<file path="config.mk">
export PLATFORM = sky130hd
export DESIGN_NAME = ysyx_23060208_lsu
export DESIGN_NICKNAME = d
export VERILOG_FILES = /design/src/rtl/ysyx_23060208_lsu.sv
export SDC_FILE = /design/constraint.sdc
export NUM_CORES = 1
export LEC_CHECK = 0
export CAP_MARGIN = 5
export CORE_ASPECT_RATIO = 0.7
export CORE_MARGIN = 4
export CORE_UTILIZATION = 44
export DETAILED_ROUTE_END_ITERATION = 12
export PLACE_DENSITY = 0.93
export SLEW_MARGIN = 30
export SYNTH_ARGS = -nofsm -noshare
export SYNTH_HDL_FRONTEND = slang
export SYNTH_SLANG_ARGS = --single-unit
export TNS_END_PERCENT = 50
</file>
<file path="constraint.sdc">
create_clock -name clock -period 3.51 [get_ports clock]
set_input_delay 0.351 -clock clock [delete_from_list [all_inputs] [get_ports clock]]
set_output_delay 0.351 -clock clock [all_outputs]
set_load 0.03 [all_outputs]
</file>
<file path="src/rtl/ysyx_23060208_lsu.sv">
// Load/store unit: accepts one EXU request at a time and turns it into a single-beat
// AXI4 read or write on a bus that may be wider than the core word. Misaligned
// requests and non-OKAY bus responses are reported back through resp_err.
module ysyx_23060208_lsu #(
  parameter int unsigned DATA_WIDTH = 32,
  parameter int unsigned BUS_WIDTH  = 64,
  parameter int unsigned ID_WIDTH   = 4
) (
  input  logic                    clock,
  input  logic                    reset,
  // EXU request
  input  logic                    req_valid,
  output logic                    req_ready,
  input  logic                    req_wen,
  input  logic [DATA_WIDTH-1:0]   req_addr,
  input  logic [1:0]              req_size,
  input  logic                    req_unsigned,
  input  logic [DATA_WIDTH-1:0]   req_wdata,
  // EXU response
  output logic                    resp_valid,
  input  logic                    resp_ready,
  output logic [DATA_WIDTH-1:0]   resp_rdata,
  output logic [1:0]              resp_err,
  // AXI write address
  output logic                    awvalid,
  input  logic                    awready,
  output logic [DATA_WIDTH-1:0]   awaddr,
  output logic [ID_WIDTH-1:0]     awid,
  output logic [2:0]              awsize,
  output logic [7:0]              awlen,
  output logic [1:0]              awburst,
  // AXI write data
  output logic                    wvalid,
  input  logic                    wready,
  output logic [BUS_WIDTH-1:0]    wdata,
  output logic [BUS_WIDTH/8-1:0]  wstrb,
  output logic                    wlast,
  // AXI write response
  input  logic                    bvalid,
  output logic                    bready,
  input  logic [1:0]              bresp,
  input  logic [ID_WIDTH-1:0]     bid,
  // AXI read address
  output logic                    arvalid,
  input  logic                    arready,
  output logic [DATA_WIDTH-1:0]   araddr,
  output logic [ID_WIDTH-1:0]     arid,
  output logic [2:0]              arsize,
  output logic [7:0]              arlen,
  output logic [1:0]              arburst,
  // AXI read data
  input  logic                    rvalid,
  output logic                    rready,
  input  logic [BUS_WIDTH-1:0]    rdata,
  input  logic [1:0]              rresp,
  input  logic                    rlast,
  input  logic [ID_WIDTH-1:0]     rid
);
  localparam int unsigned STRB_WIDTH = BUS_WIDTH / 8;
  localparam int unsigned OFF_WIDTH  = $clog2(STRB_WIDTH);

  localparam logic [2:0] StIdle = 3'd0;
  localparam logic [2:0] StAr   = 3'd1;
  localparam logic [2:0] StR    = 3'd2;
  localparam logic [2:0] StAwW  = 3'd3;
  localparam logic [2:0] StB    = 3'd4;
  localparam logic [2:0] StResp = 3'd5;

  logic [2:0]            state_q, state_d;
  logic [DATA_WIDTH-1:0] addr_q, addr_d;
  logic [1:0]            size_q, size_d;
  logic                  uns_q, uns_d;
  logic [OFF_WIDTH-1:0]  off_q, off_d;
  logic [BUS_WIDTH-1:0]  wdata_q, wdata_d;
  logic [STRB_WIDTH-1:0] wstrb_q, wstrb_d;
  logic [ID_WIDTH-1:0]   id_q, id_d;
  logic [ID_WIDTH-1:0]   id_cnt_q, id_cnt_d;
  logic                  aw_done_q, aw_done_d;
  logic                  w_done_q, w_done_d;
  logic [DATA_WIDTH-1:0] rdata_q, rdata_d;
  logic [1:0]            err_q, err_d;

  logic                  req_misaligned;
  logic [OFF_WIDTH-1:0]  req_size_mask;
  logic [OFF_WIDTH-1:0]  req_off;
  logic [STRB_WIDTH-1:0] req_strb_base;
  logic [BUS_WIDTH-1:0]  req_wdata_rep;

  // Request decode: alignment, byte-lane offset, strobes and store data.
  // The access-sized datum is replicated so it lands on whichever lanes the strobe selects.
  always_comb begin
    req_size_mask = '0;
    req_strb_base = '0;
    req_wdata_rep = '0;
    case (req_size)
      2'd0: begin
        req_strb_base[0] = 1'b1;
        req_wdata_rep    = {(BUS_WIDTH/8){req_wdata[7:0]}};
      end
      2'd1: begin
        req_size_mask[0]   = 1'b1;
        req_strb_base[1:0] = 2'b11;
        req_wdata_rep      = {(BUS_WIDTH/16){req_wdata[15:0]}};
      end
      default: begin
        req_size_mask[1:0] = 2'b11;
        req_strb_base[3:0] = 4'hf;
        req_wdata_rep      = {(BUS_WIDTH/32){req_wdata[31:0]}};
      end
    endcase
    req_off        = req_addr[OFF_WIDTH-1:0] & ~req_size_mask;
    req_misaligned = (req_size == 2'd3) ||
                     ((req_size == 2'd1) && req_addr[0]) ||
                     ((req_size == 2'd2) && (req_addr[1:0] != 2'b00));
  end

  logic [BUS_WIDTH-1:0]  rdata_shift;
  logic                  load_sign;
  logic [DATA_WIDTH-1:0] load_ext;

  // Load data: move the addressed lanes to bit 0, truncate, then sign/zero extend
  always_comb begin
    rdata_shift = rdata >> {off_q, 3'b000};
    load_sign   = 1'b0;
    load_ext    = '0;
    case (size_q)
      2'd0: begin
        load_sign     = ~uns_q & rdata_shift[7];
        load_ext      = {DATA_WIDTH{load_sign}};
        load_ext[7:0] = rdata_shift[7:0];
      end
      2'd1: begin
        load_sign      = ~uns_q & rdata_shift[15];
        load_ext       = {DATA_WIDTH{load_sign}};
        load_ext[15:0] = rdata_shift[15:0];
      end
      default: begin
        load_sign      = ~uns_q & rdata_shift[31];
        load_ext       = {DATA_WIDTH{load_sign}};
        load_ext[31:0] = rdata_shift[31:0];
      end
    endcase
  end

  // Next-state: request capture, AXI handshakes, ID filtering and response hold
  always_comb begin
    state_d   = state_q;
    addr_d    = addr_q;
    size_d    = size_q;
    uns_d     = uns_q;
    off_d     = off_q;
    wdata_d   = wdata_q;
    wstrb_d   = wstrb_q;
    id_d      = id_q;
    id_cnt_d  = id_cnt_q;
    aw_done_d = aw_done_q;
    w_done_d  = w_done_q;
    rdata_d   = rdata_q;
    err_d     = err_q;
    case (state_q)
      StIdle: begin
        if (req_valid) begin
          addr_d    = req_addr;
          size_d    = req_size;
          uns_d     = req_unsigned;
          off_d     = req_off;
          wdata_d   = req_wdata_rep;
          wstrb_d   = req_strb_base << req_off;
          id_d      = id_cnt_q;
          id_cnt_d  = id_cnt_q + 1'b1;
          aw_done_d = 1'b0;
          w_done_d  = 1'b0;
          rdata_d   = '0;
          err_d     = 2'b00;
          if (req_misaligned) begin
            err_d   = 2'b10;
            state_d = StResp;
          end else begin
            state_d = req_wen ? StAwW : StAr;
          end
        end
      end
      StAr: begin
        if (arready) state_d = StR;
      end
      StR: begin
        // Beats carrying another ID are accepted and dropped
        if (rvalid && (rid == id_q)) begin
          rdata_d = load_ext;
          err_d   = {1'b0, rresp != 2'b00};
          state_d = StResp;
        end
      end
      StAwW: begin
        aw_done_d = aw_done_q | awready;
        w_done_d  = w_done_q | wready;
        if (aw_done_d && w_done_d) state_d = StB;
      end
      StB: begin
        if (bvalid && (bid == id_q)) begin
          err_d   = {1'b0, bresp != 2'b00};
          state_d = StResp;
        end
      end
      StResp: begin
        if (resp_ready) state_d = StIdle;
      end
      default: state_d = StIdle;
    endcase
  end

  // State registers with synchronous reset
  always_ff @(posedge clock) begin
    if (reset) begin
      state_q   <= StIdle;
      addr_q    <= '0;
      size_q    <= '0;
      uns_q     <= 1'b0;
      off_q     <= '0;
      wdata_q   <= '0;
      wstrb_q   <= '0;
      id_q      <= '0;
      id_cnt_q  <= '0;
      aw_done_q <= 1'b0;
      w_done_q  <= 1'b0;
      rdata_q   <= '0;
      err_q     <= '0;
    end else begin
      state_q   <= state_d;
      addr_q    <= addr_d;
      size_q    <= size_d;
      uns_q     <= uns_d;
      off_q     <= off_d;
      wdata_q   <= wdata_d;
      wstrb_q   <= wstrb_d;
      id_q      <= id_d;
      id_cnt_q  <= id_cnt_d;
      aw_done_q <= aw_done_d;
      w_done_q  <= w_done_d;
      rdata_q   <= rdata_d;
      err_q     <= err_d;
    end
  end

  assign req_ready  = (state_q == StIdle);
  assign resp_valid = (state_q == StResp);
  assign resp_rdata = rdata_q;
  assign resp_err   = err_q;

  assign awvalid = (state_q == StAwW) && !aw_done_q;
  assign awaddr  = addr_q;
  assign awid    = id_q;
  assign awsize  = {1'b0, size_q};
  assign awlen   = 8'd0;
  assign awburst = 2'b01;

  assign wvalid  = (state_q == StAwW) && !w_done_q;
  assign wdata   = wdata_q;
  assign wstrb   = wstrb_q;
  assign wlast   = wvalid;

  assign bready  = (state_q == StB);

  assign arvalid = (state_q == StAr);
  assign araddr  = addr_q;
  assign arid    = id_q;
  assign arsize  = {1'b0, size_q};
  assign arlen   = 8'd0;
  assign arburst = 2'b01;

  assign rready  = (state_q == StR);

  // Single-beat reads make rlast redundant; upper shifted lanes are never returned
  logic unused_bits;
  assign unused_bits = ^{rlast, rdata_shift[BUS_WIDTH-1:32]};

endmodule

</file>
==> results of run 1 <==
==> cell families after synthesis <==
logic type,share of synthesized area [%]
XOR/XNOR,1.31
other,0.102
multiplexers,14.8
buffers and inverters,14.3
AO/OA/AOI/OAI,19.7
adder cells (fa/ha/maj),0.170
flip-flops,33.7
AND/OR/NAND/NOR,15.9
==> cell type report <==
cell class	instances	share of cell area, %
antenna	1	0.0231
clock buffer	19	4.08
clock inverter	13	1.53
inverter	5	0.173
multi-input combinational	603	36.0
sequential	124	22.9
tap	225	2.59
timing repair buffer	355	32.7
==> cell usage in the layout (no fill, tap or decap), types with 14 or more instances in the layout <==
| cell type | n |
|---|---|
| conb_1 | 22 |
| a211oi_1 | 23 |
| mux2i_1 | 60 |
| nand3_1 | 16 |
| o211ai_1 | 16 |
| a21oi_1 | 80 |
| dfxtp_1 | 122 |
| o21ai_0 | 32 |
| clkdlybuf4s50_1 | 341 |
| mux4_2 | 14 |
| clkbuf_16 | 17 |
| nor2_1 | 72 |
| nand2_1 | 143 |
==> worst reg2reg max path, cell delays in order, from the launching register on <==
cell and delay, ps:
dfxtp_1 600, or2_1 680, o21ai_0 230, nor3_2 570, o21ai_0 190, a21oi_1 170
==> worst max path at each step <==
stage	slack [ps]	end
finish	980	arvalid
global route	850	resp_rdata[15]$_SDFFE_PP0P_
CTS	970	arvalid
detailed placement	1050	wstrb[7]$_SDFFE_PP0P_
global placement	1090	wstrb[3]$_SDFFE_PP0P_
floorplan	1570	resp_rdata[14]$_SDFFE_PP0P_
==> per-layer routing <==
metal | up-vias | GRT usage (%)
li1 | 3418 | -
met2 | 407 | 43.6
met4 | 0 | 8.27
met1 | 3566 | 36.0
met5 | - | 0
met3 | 41 | 6.49
==> synth_stat cells, drive strengths merged, types with 2 or more instances <==
master,instances,share of area [%]
o211ai,16,1.6
a2bb2oi,3,0.44
a22oi,6,0.61
o21ai,34,2.3
xnor2,8,0.95
nor3,13,1.1
nor2,74,3.9
buf,129,12
and2,3,0.26
o22ai,9,0.95
o311ai,2,0.48
inv,4,0.20
a311oi,8,0.95
clkbuf,32,1.6
mux2,14,2.2
nor2b,6,0.51
nand2b,6,0.54
or2,4,0.34
nand3,17,1.2
xor2,3,0.36
nand2,143,7.3
conb,2,0.10
mux2i,61,8.3
o2bb2ai,17,3.1
a2111oi,2,0.49
a21oi,80,5.4
dfxtp,124,34
a211oi,23,2.3
a21o,2,0.20
mux4,14,4.3
==> state kept, by name, indices dropped and copies added, names as in the netlist <==
signal / cells
araddr: 32
resp_rdata: 32
wdata: 32
wstrb: 8
arid: 4
id_cnt_q: 4
state_q: 3
off_q: 2
resp_err: 2
size_q: 2
aw_done_q: 1
uns_q: 1
w_done_q: 1
==> stage by stage <==
step	util (%)	hold slack [ps]
floorplan	-	444
global route	66.4	304
detailed placement	62.5	446
finish	66.4	298
global placement	62.5	441
CTS	66.2	280
==> power by group <==
part	total (uW)	switching (uW)	internal (uW)
clock	1820	676	1140
sequential	1990	320	1670
combinational	3560	2150	1410
total	7360	3140	4220
==> run_results.csv, run 1 <==
group,metric,value,unit
critical_path,crit_chain,"nor2b_1, nor2b_1, clkdlybuf4s50_1",
logic_synthesis,synth.yosys.warnings,0,
clock_tree,cts_setup_buffers,0,
global_route,grt_pass1_wl,39900,um
run_status,status,"finished, final reports clean",
critical_path,reg2reg_from,"araddr[2]$_SDFFE_PP0P_",
placement,place_area,0.0102,mm^2
clock_tree,cts.clk_slew.worst_paths,60,ps
critical_path,worst-path-stages,3,
critical_path,cp-end-kind,"output pin",
timing,layout_min_cycle_time,2530,ps
timing,min_period_over_period,72.2,%
floorplanning,die_h,116,um
hold_path,min_from,"reset",
routing,wl_met2,12800,um
clock_tree,clk-insertion-delay-late,410,ps
routing,wl_met3,2430,um
power_and_ir_drop,power_density,678,mW/mm^2
routing,drc,0,
timing,layout_setup_ws,976,ps
final_layout,instances_no_fill,1345,
hold_path,hp-class,"in -> reg",
hold_path,min_path_cells,2,
floorplanning,die_w,163,um
final_layout,fin_nets,1261,
critical_path,crit_required,3160,ps
critical_path,crit_top_cell,"nor2b_1",
timing,finalMaxSlewViolations,0,
critical_path,max_stage_delay,700,ps
routing,route.vias.total,7432,
critical_path,critPathBufInv,1,
critical_path,slowest_stage,"clkdlybuf4s50_1",
clock_tree,cts.sinks,124,
floorplanning,start_util,45.0,%
clock_tree,cts_root_buffer,"clkbuf_16",
global_route,grt_use_total,26.9,%
critical_path,cp-start-kind,"flip-flop",
power_and_ir_drop,total_power,7360,uW
routing,met1_length,11200,um
global_route,antenna_found_initial,0,
logic_synthesis,ys_seq_elements,124,
floorplanning,dieArea,0.0189,mm^2
placement,finalWeightedCongestion,0.893,
logic_synthesis,synth_cell_type_count,63,
clock_tree,cts_hold_buf,0,
clock_tree,cts_buffers,17,
clock_tree,clk_path_buf_depth,2,
routing,dr.pass1.iters,5,
clock_tree,htree_levels,4,
global_route,grt_max_degree,97,
critical_path,criticalPathCategory,"reg -> out",
routing,post_drt_wl_per_cell,20.1,um
floorplanning,io_pins,366,
timing,slew-limit-headroom,40.2,%
placement,dpl.cell_count,1311,
critical_path,arrival,2180,ps
critical_path,crit_start,"state_q[0]$_SDFFE_PP0P_",
floorplanning,coreArea,0.0163,mm^2
placement,dp_slack,1050,ps
power_and_ir_drop,p_leak,0.00376,uW
routing,initialDrtViolationCount,787,
critical_path,critPathMaxFanout,10,
global_route,first_global_vias,7297,
final_layout,area_growth,47.5,%
logic_synthesis,synth_area,0.00736,mm^2
routing,drt-total-wl,27000,um
hold_path,worstHoldEndpoint,"w_done_q$_SDFFE_PP0P_",
final_layout,multi_input_area,0.00391,mm^2
critical_path,crit_family,"buffers and inverters",
routing,antenna_left,0,
logic_synthesis,dominantRegCellSynth,"dfxtp_1",
critical_path,reg2reg_slack,1000,ps
timing,finalSetupTns,0,ps
timing,finalSetupViolations,0,
final_layout,design_area,0.0109,mm^2
logic_synthesis,seq_area_frac_synth,33.7,%
critical_path,reg2regPathDepth,5,
timing,skew,11.3,ps
timing,tightest_slew,896,ps
global_route,grt_overflow,0,
floorplanning,rows,39,
logic_synthesis,synth-async-reset-ratio,0,%
clock_tree,cts_tree,"built",
final_layout,drive_above_1_share,9.03,%
timing,hold_viol,0,
routing,highest_layer,"met4",
timing,timing.fmax,395,MHz
logic_synthesis,syn-instance-count,873,
clock_tree,postCtsResizedCells,0,
final_layout,fill_cells,1271,
power_and_ir_drop,peakVddDrop,0.487,mV
final_layout,ff_latch_area,0.00248,mm^2
logic_synthesis,synth-edff-count,0,
logic_synthesis,avgSynthCellArea,8.43,um^2
placement,port_buffers,342,
routing,viasPerCell,5.53,
timing,rsz0062_at_grt,"false",
critical_path,r2r_end,"resp_rdata[15]$_SDFFE_PP0P_",
job,maxCapViolCount,0,
placement,dpl.hpwl,20100,um
(Power assumes the default switching activity.)
==> run 2: changes to the inputs <==
--- a/config.mk
+++ b/config.mk
@@ -8,9 +8,9 @@
 export CAP_MARGIN = 5
 export CORE_ASPECT_RATIO = 0.7
 export CORE_MARGIN = 4
-export CORE_UTILIZATION = 44
+export CORE_UTILIZATION = 37
 export DETAILED_ROUTE_END_ITERATION = 12
-export PLACE_DENSITY = 0.93
+export PLACE_DENSITY = 0.84
 export SLEW_MARGIN = 30
 export SYNTH_ARGS = -nofsm -noshare
 export SYNTH_HDL_FRONTEND = slang
==> constraint.sdc (replaced) <==
create_clock -name clock -period 2.2 [get_ports clock]
set_input_delay 0.22 -clock clock [delete_from_list [all_inputs] [get_ports clock]]
set_output_delay 0.22 -clock clock [all_outputs]
set_load 0.03 [all_outputs]
==> run 2 against run 1 <==
Global-route usage fell by 4.8 points. Critical endpoint is now resp_rdata[15]$_SDFFE_PP0P_. Sequential power rose by 57%. Power rose by 59%. Clock-buffer cell count did not move. Core utilization fell by 8.6 points. Clock skew fell by 2.1 ps. First-iteration DRC count fell by 40%. Final area rose by 2.3%. Sequential share of layout area fell by 0.50 points. Via count fell by 2.3%. Register-to-register slack got worse by 820 ps.
==> run_results.csv, run 2 (same netlist as run 1, synthesis figures left out) <==
group,metric,value,unit
floorplanning,die_w,177,um
hold_path,min_from,"reset",
timing,skew,9.22,ps
global_route,antenna_found_initial,0,
final_layout,ff_latch_area,0.00249,mm^2
placement,dpl.hpwl,20500,um
power_and_ir_drop,power_density,1050,mW/mm^2
hold_path,hp-class,"in -> reg",
clock_tree,cts.sinks,124,
critical_path,reg2reg_slack,180,ps
placement,dp_slack,37.4,ps
critical_path,crit_required,2530,ps
placement,port_buffers,342,
final_layout,layout_commonest_cell,"clkdlybuf4s50_1",
routing,viasPerCell,5.18,
global_route,first_global_vias,7132,
job,maxCapViolCount,0,
clock_tree,cts_setup_buffers,0,
clock_tree,cts_buffers,17,
final_layout,area_growth,50.9,%
global_route,grt_max_degree,53,
hold_path,worstHoldEndpoint,"w_done_q$_SDFFE_PP0P_",
critical_path,reg2regPathDepth,6,
clock_tree,cts_root_buffer,"clkbuf_16",
critical_path,cp-end-kind,"flip-flop",
final_layout,final_cell_mix,"clkdlybuf4s50_1 (332), nand2_1 (143), dfxtp_1 (120), a21oi_1 (80), nor2_1 (72)",
timing,finalSetupViolations,0,
routing,antenna_left,0,
hold_path,min_path_cells,2,
clock_tree,cts_tree,"built",
routing,drt-total-wl,26100,um
routing,initialDrtViolationCount,472,
global_route,grt_pass1_wl,39400,um
routing,drc,0,
floorplanning,rows,42,
timing,finalSetupTns,0,ps
clock_tree,clk_path_buf_depth,2,
floorplanning,coreArea,0.0192,mm^2
timing,timing.fmax,495,MHz
timing,layout_min_cycle_time,2020,ps
timing,min_period_over_period,91.8,%
critical_path,criticalPathCategory,"reg -> reg",
routing,post_drt_wl_per_cell,18.6,um
run_status,status,"finished, final reports clean",
critical_path,critPathMaxFanout,46,
power_and_ir_drop,p_leak,0.00398,uW
critical_path,arrival,2350,ps
power_and_ir_drop,peakVddDrop,0.717,mV
floorplanning,die_h,126,um
final_layout,drive_above_1_share,11.0,%
global_route,grt_overflow,0,
final_layout,fin_nets,1280,
timing,tightest_slew,727,ps
final_layout,multi_input_area,0.00391,mm^2
floorplanning,dieArea,0.0222,mm^2
final_layout,fill_cells,1690,
timing,rsz0062_at_grt,"false",
critical_path,r2r_end,"resp_rdata[15]$_SDFFE_PP0P_",
clock_tree,htree_levels,4,
routing,route.vias.total,7263,
global_route,grt_use_total,22.1,%
critical_path,reg2reg_from,"off_q[0]$_SDFFE_PP0P_",
floorplanning,start_util,38.3,%
timing,finalMaxSlewViolations,0,
routing,dr.pass1.iters,4,
timing,hold_viol,0,
critical_path,cp-start-kind,"flip-flop",
clock_tree,cts.clk_slew.worst_paths,60,ps
floorplanning,io_pins,366,
timing,slew-limit-headroom,51.1,%
final_layout,diodes,0,
clock_tree,clk-insertion-delay-late,410,ps
timing,layout_setup_ws,180,ps
placement,finalWeightedCongestion,0.929,
critical_path,crit_start,"off_q[0]$_SDFFE_PP0P_",
run 2: cell count changes in the layout (fill, tap and decap cells not counted), moves of 2 or more:
cell | previous run | this run
buf_4 | 12 | 27
clkdlybuf4s50_1 | 341 | 332
buf_12 | 2 | 8
dlymetal6s2s_1 | 0 | 6
clkinv_4 | 4 | 2
dfxtp_1 | 122 | 120
dfxtp_2 | 2 | 4
inv_6 | 1 | 3
run 2: layer usage:
layer | up-vias | global-route usage (%) | routed length (um)
met5 | - | 0 | 0
met4 | 0 | 4.68 | 291
met3 | 25 | 5.69 | 2020
met2 | 317 | 35.3 | 12100
met1 | 3476 | 30.4 | 11800
li1 | 3445 | - | -
run 2: worst max-delay path by stage:
stage,endpoint,slack (ps),cells past startpoint
after floorplan,resp_rdata[14]$_SDFFE_PP0P_,260,8
final,resp_rdata[15]$_SDFFE_PP0P_,180,6
after global placement,resp_rdata[9]$_SDFFE_PP0P_,100,6
after global routing,resp_rdata[15]$_SDFFE_PP0P_,40,6
after CTS,arvalid,6,3
after detailed placement,resp_rdata[31]$_SDFFE_PP0P_,40,6
run 2: cell type report:
| cell class | instances | share of cell area (%) |
|---|---|---|
| multi-input combinational | 603 | 35.2 |
| clock buffer | 19 | 3.99 |
| clock inverter | 13 | 1.27 |
| sequential | 124 | 22.4 |
| inverter | 5 | 0.169 |
| timing repair buffer | 374 | 33.9 |
| tap | 264 | 2.97 |
run 2: repair_timing:
action	4_1_cts	5_1_grt
hold buffers	0	0
endpoints found under the setup margin	6	29
resized for setup	2	8
cloned	0	0
run 2: per-stage QoR:
stage | total power (uW) | instance area [um^2] | std cells | util [%] | hold slack [ps]
final | 11700 | 11100 | 1402 | 57.7 | 189
after CTS | 11800 | 11100 | 1402 | 57.6 | 158
after floorplan | 6930 | 7430 | 893 | - | 356
after global routing | 12200 | 11100 | 1402 | 57.7 | 192
after global placement | 8890 | 10500 | 1370 | 54.6 | 440
after detailed placement | 8980 | 10500 | 1370 | 54.6 | 447
run 2: report_power, final:
part	switching (uW)	internal, uW	total, uW
clock	1040	1700	2740
combinational	3440	2380	5820
sequential	450	2670	3120
run 2: critical path: stages, from the launching register on:
cell and delay [ps]:
dfxtp_2 350, buf_12 270, or2_1 250, o21ai_0 140
nor3_2 550, o21ai_0 200, a21oi_1 180
==> run 3: changes to the inputs <==
--- a/config.mk
+++ b/config.mk
@@ -6,7 +6,6 @@
 export NUM_CORES = 1
 export LEC_CHECK = 0
 export CAP_MARGIN = 5
-export CORE_ASPECT_RATIO = 0.7
 export CORE_MARGIN = 4
 export CORE_UTILIZATION = 37
 export DETAILED_ROUTE_END_ITERATION = 12
==> run 3 against run 2 <==
Combinational power down 0.9%. Clock skew down 3.3 ps. Global-route usage down 0.060 points. Critical path type is now reg -> out. Critical endpoint is now bready. Highest routed layer unchanged.
==> run_results.csv, run 3 (same netlist as run 1, synthesis figures left out) <==
group,metric,value,unit
run_status,status,"finished, final reports clean",
timing,layout_min_cycle_time,2110,ps
critical_path,crit_family,"buffers and inverters",
timing,layout_setup_ws,86.5,ps
placement,dpl.hpwl,20000,um
floorplanning,dieArea,0.0222,mm^2
timing,finalSetupViolations,0,
timing,rsz0062_at_grt,"false",
global_route,grt_overflow,0,
global_route,antenna_found_initial,0,
critical_path,worst-path-stages,3,
routing,antenna_left,0,
clock_tree,cts_buffers,17,
final_layout,final_cell_mix,"clkdlybuf4s50_1 (335), nand2_1 (143), dfxtp_1 (120), a21oi_1 (80), nor2_1 (72)",
global_route,grt_pass1_wl,38900,um
clock_tree,cts.clk_slew.worst_paths,60,ps
floorplanning,rows,51,
routing,drt-total-wl,25700,um
routing,dr.pass1.iters,5,
clock_tree,cts_root_buffer,"clkbuf_16",
timing,finalMaxSlewViolations,0,
critical_path,max_stage_delay,690,ps
timing,hold_viol,0,
power_and_ir_drop,total_power,11700,uW
placement,port_buffers,342,
routing,viasPerCell,5.10,
final_layout,layout_commonest_cell,"clkdlybuf4s50_1",
critical_path,slowest_stage,"clkdlybuf4s50_1",
power_and_ir_drop,peakVddDrop,0.585,mV
clock_tree,cts_hold_buf,0,
routing,drc,0,
placement,dpl.cell_count,1375,
floorplanning,start_util,37.7,%
routing,post_drt_wl_per_cell,18.3,um
floorplanning,coreArea,0.0195,mm^2
timing,timing.fmax,473,MHz
critical_path,criticalPathCategory,"reg -> out",
critical_path,crit_chain,"nor2_1, and2_1, clkdlybuf4s50_1",
routing,route.vias.total,7177,
final_layout,drive_above_1_share,11.1,%
floorplanning,die_h,149,um
final_layout,area_growth,51.2,%
routing,initialDrtViolationCount,405,
global_route,grt_max_degree,84,
timing,tightest_slew,706,ps
clock_tree,htree_levels,4,
timing,finalSetupTns,0,ps
floorplanning,die_w,149,um
timing,slew-limit-headroom,52.5,%
floorplanning,io_pins,366,
placement,finalWeightedCongestion,0.965,
job,maxCapViolCount,0,
timing,min_period_over_period,96.1,%
clock_tree,cts_tree,"built",
clock_tree,cts.sinks,124,
hold_path,hp-class,"in -> reg",
critical_path,critPathBufInv,1,
critical_path,reg2regPathDepth,5,
final_layout,diodes,0,
timing,holdWs,198,ps
critical_path,cp-start-kind,"flip-flop",
critical_path,critPathMaxFanout,10,
hold_path,min_path_cells,2,
power_and_ir_drop,power_density,1050,mW/mm^2
critical_path,crit_required,1980,ps
clock_tree,cts_setup_buffers,0,
final_layout,fin_nets,1284,
critical_path,cp-end-kind,"output pin",
placement,dp_slack,117,ps
critical_path,arrival,1890,ps
power_and_ir_drop,p_leak,0.00395,uW
global_route,first_global_vias,6828,
final_layout,instances_no_fill,1407,
clock_tree,clk_path_buf_depth,2,
timing,skew,5.88,ps
global_route,grt_use_total,22.1,%
clock_tree,clk-insertion-delay-late,410,ps
-- run 3: power by group --
part / internal [uW] / switching, uW / total, uW
Sequential: 2670 / 448 / 3120
Clock: 1620 / 1180 / 2800
Combinational: 2370 / 3400 / 5770
Total: 6660 / 5030 / 11700
-- run 3: path summary, 6_finish.rpt --
path,endpoint,slack [ps],from
worst min register to register,wstrb[4]$_SDFFE_PP0P_,450,wstrb[4]$_SDFFE_PP0P_
worst max register to register,resp_rdata[11]$_SDFFE_PP0P_,280,arid[3]$_SDFFE_PP0P_
worst min-delay path,wstrb[1]$_SDFFE_PP0P_,200,reset
worst max-delay path,bready,90,state_q[0]$_SDFFE_PP0P_
-- run 3: worst register-to-register path: stages (launching register included) --
cell and delay [ps]:
dfxtp_1 530, xnor2_1 170, nand3_1 180, or2_1 510
a211oi_1 340, nor3_1 80
-- run 3: routing by layer --
metal | track usage (%) | up-vias | routed length, um
li1 | - | 3459 | -
met4 | 6.27 | 0 | 521
met3 | 4.01 | 33 | 1690
met2 | 36.3 | 309 | 12400
met5 | 0 | - | 0
met1 | 29.8 | 3376 | 11100
-- run 3: through the flow --
stage	utilization (%)	area, um^2
final	57.0	11100
after global routing	57.0	11100
after CTS	57.0	11100
after detailed placement	53.9	10500
after global placement	53.9	10500
after floorplan	-	7430
-- run 3: area by class of cell --
type                    count  area, um^2
clock inverters            15         175
flip-flops and latches    124        2490
inverters                   5        18.8
fillers                  1717        8400
multi-input cells         603        3910
repair buffers            378        3780
clock buffers              17         425
well taps                 265         332
-- run 3: timing repair --
action                                  4_1_cts  5_1_grt
pin swaps                                     0        0
endpoints found under the setup margin        6        3
cloned                                        0        0
resized for setup                             5        3
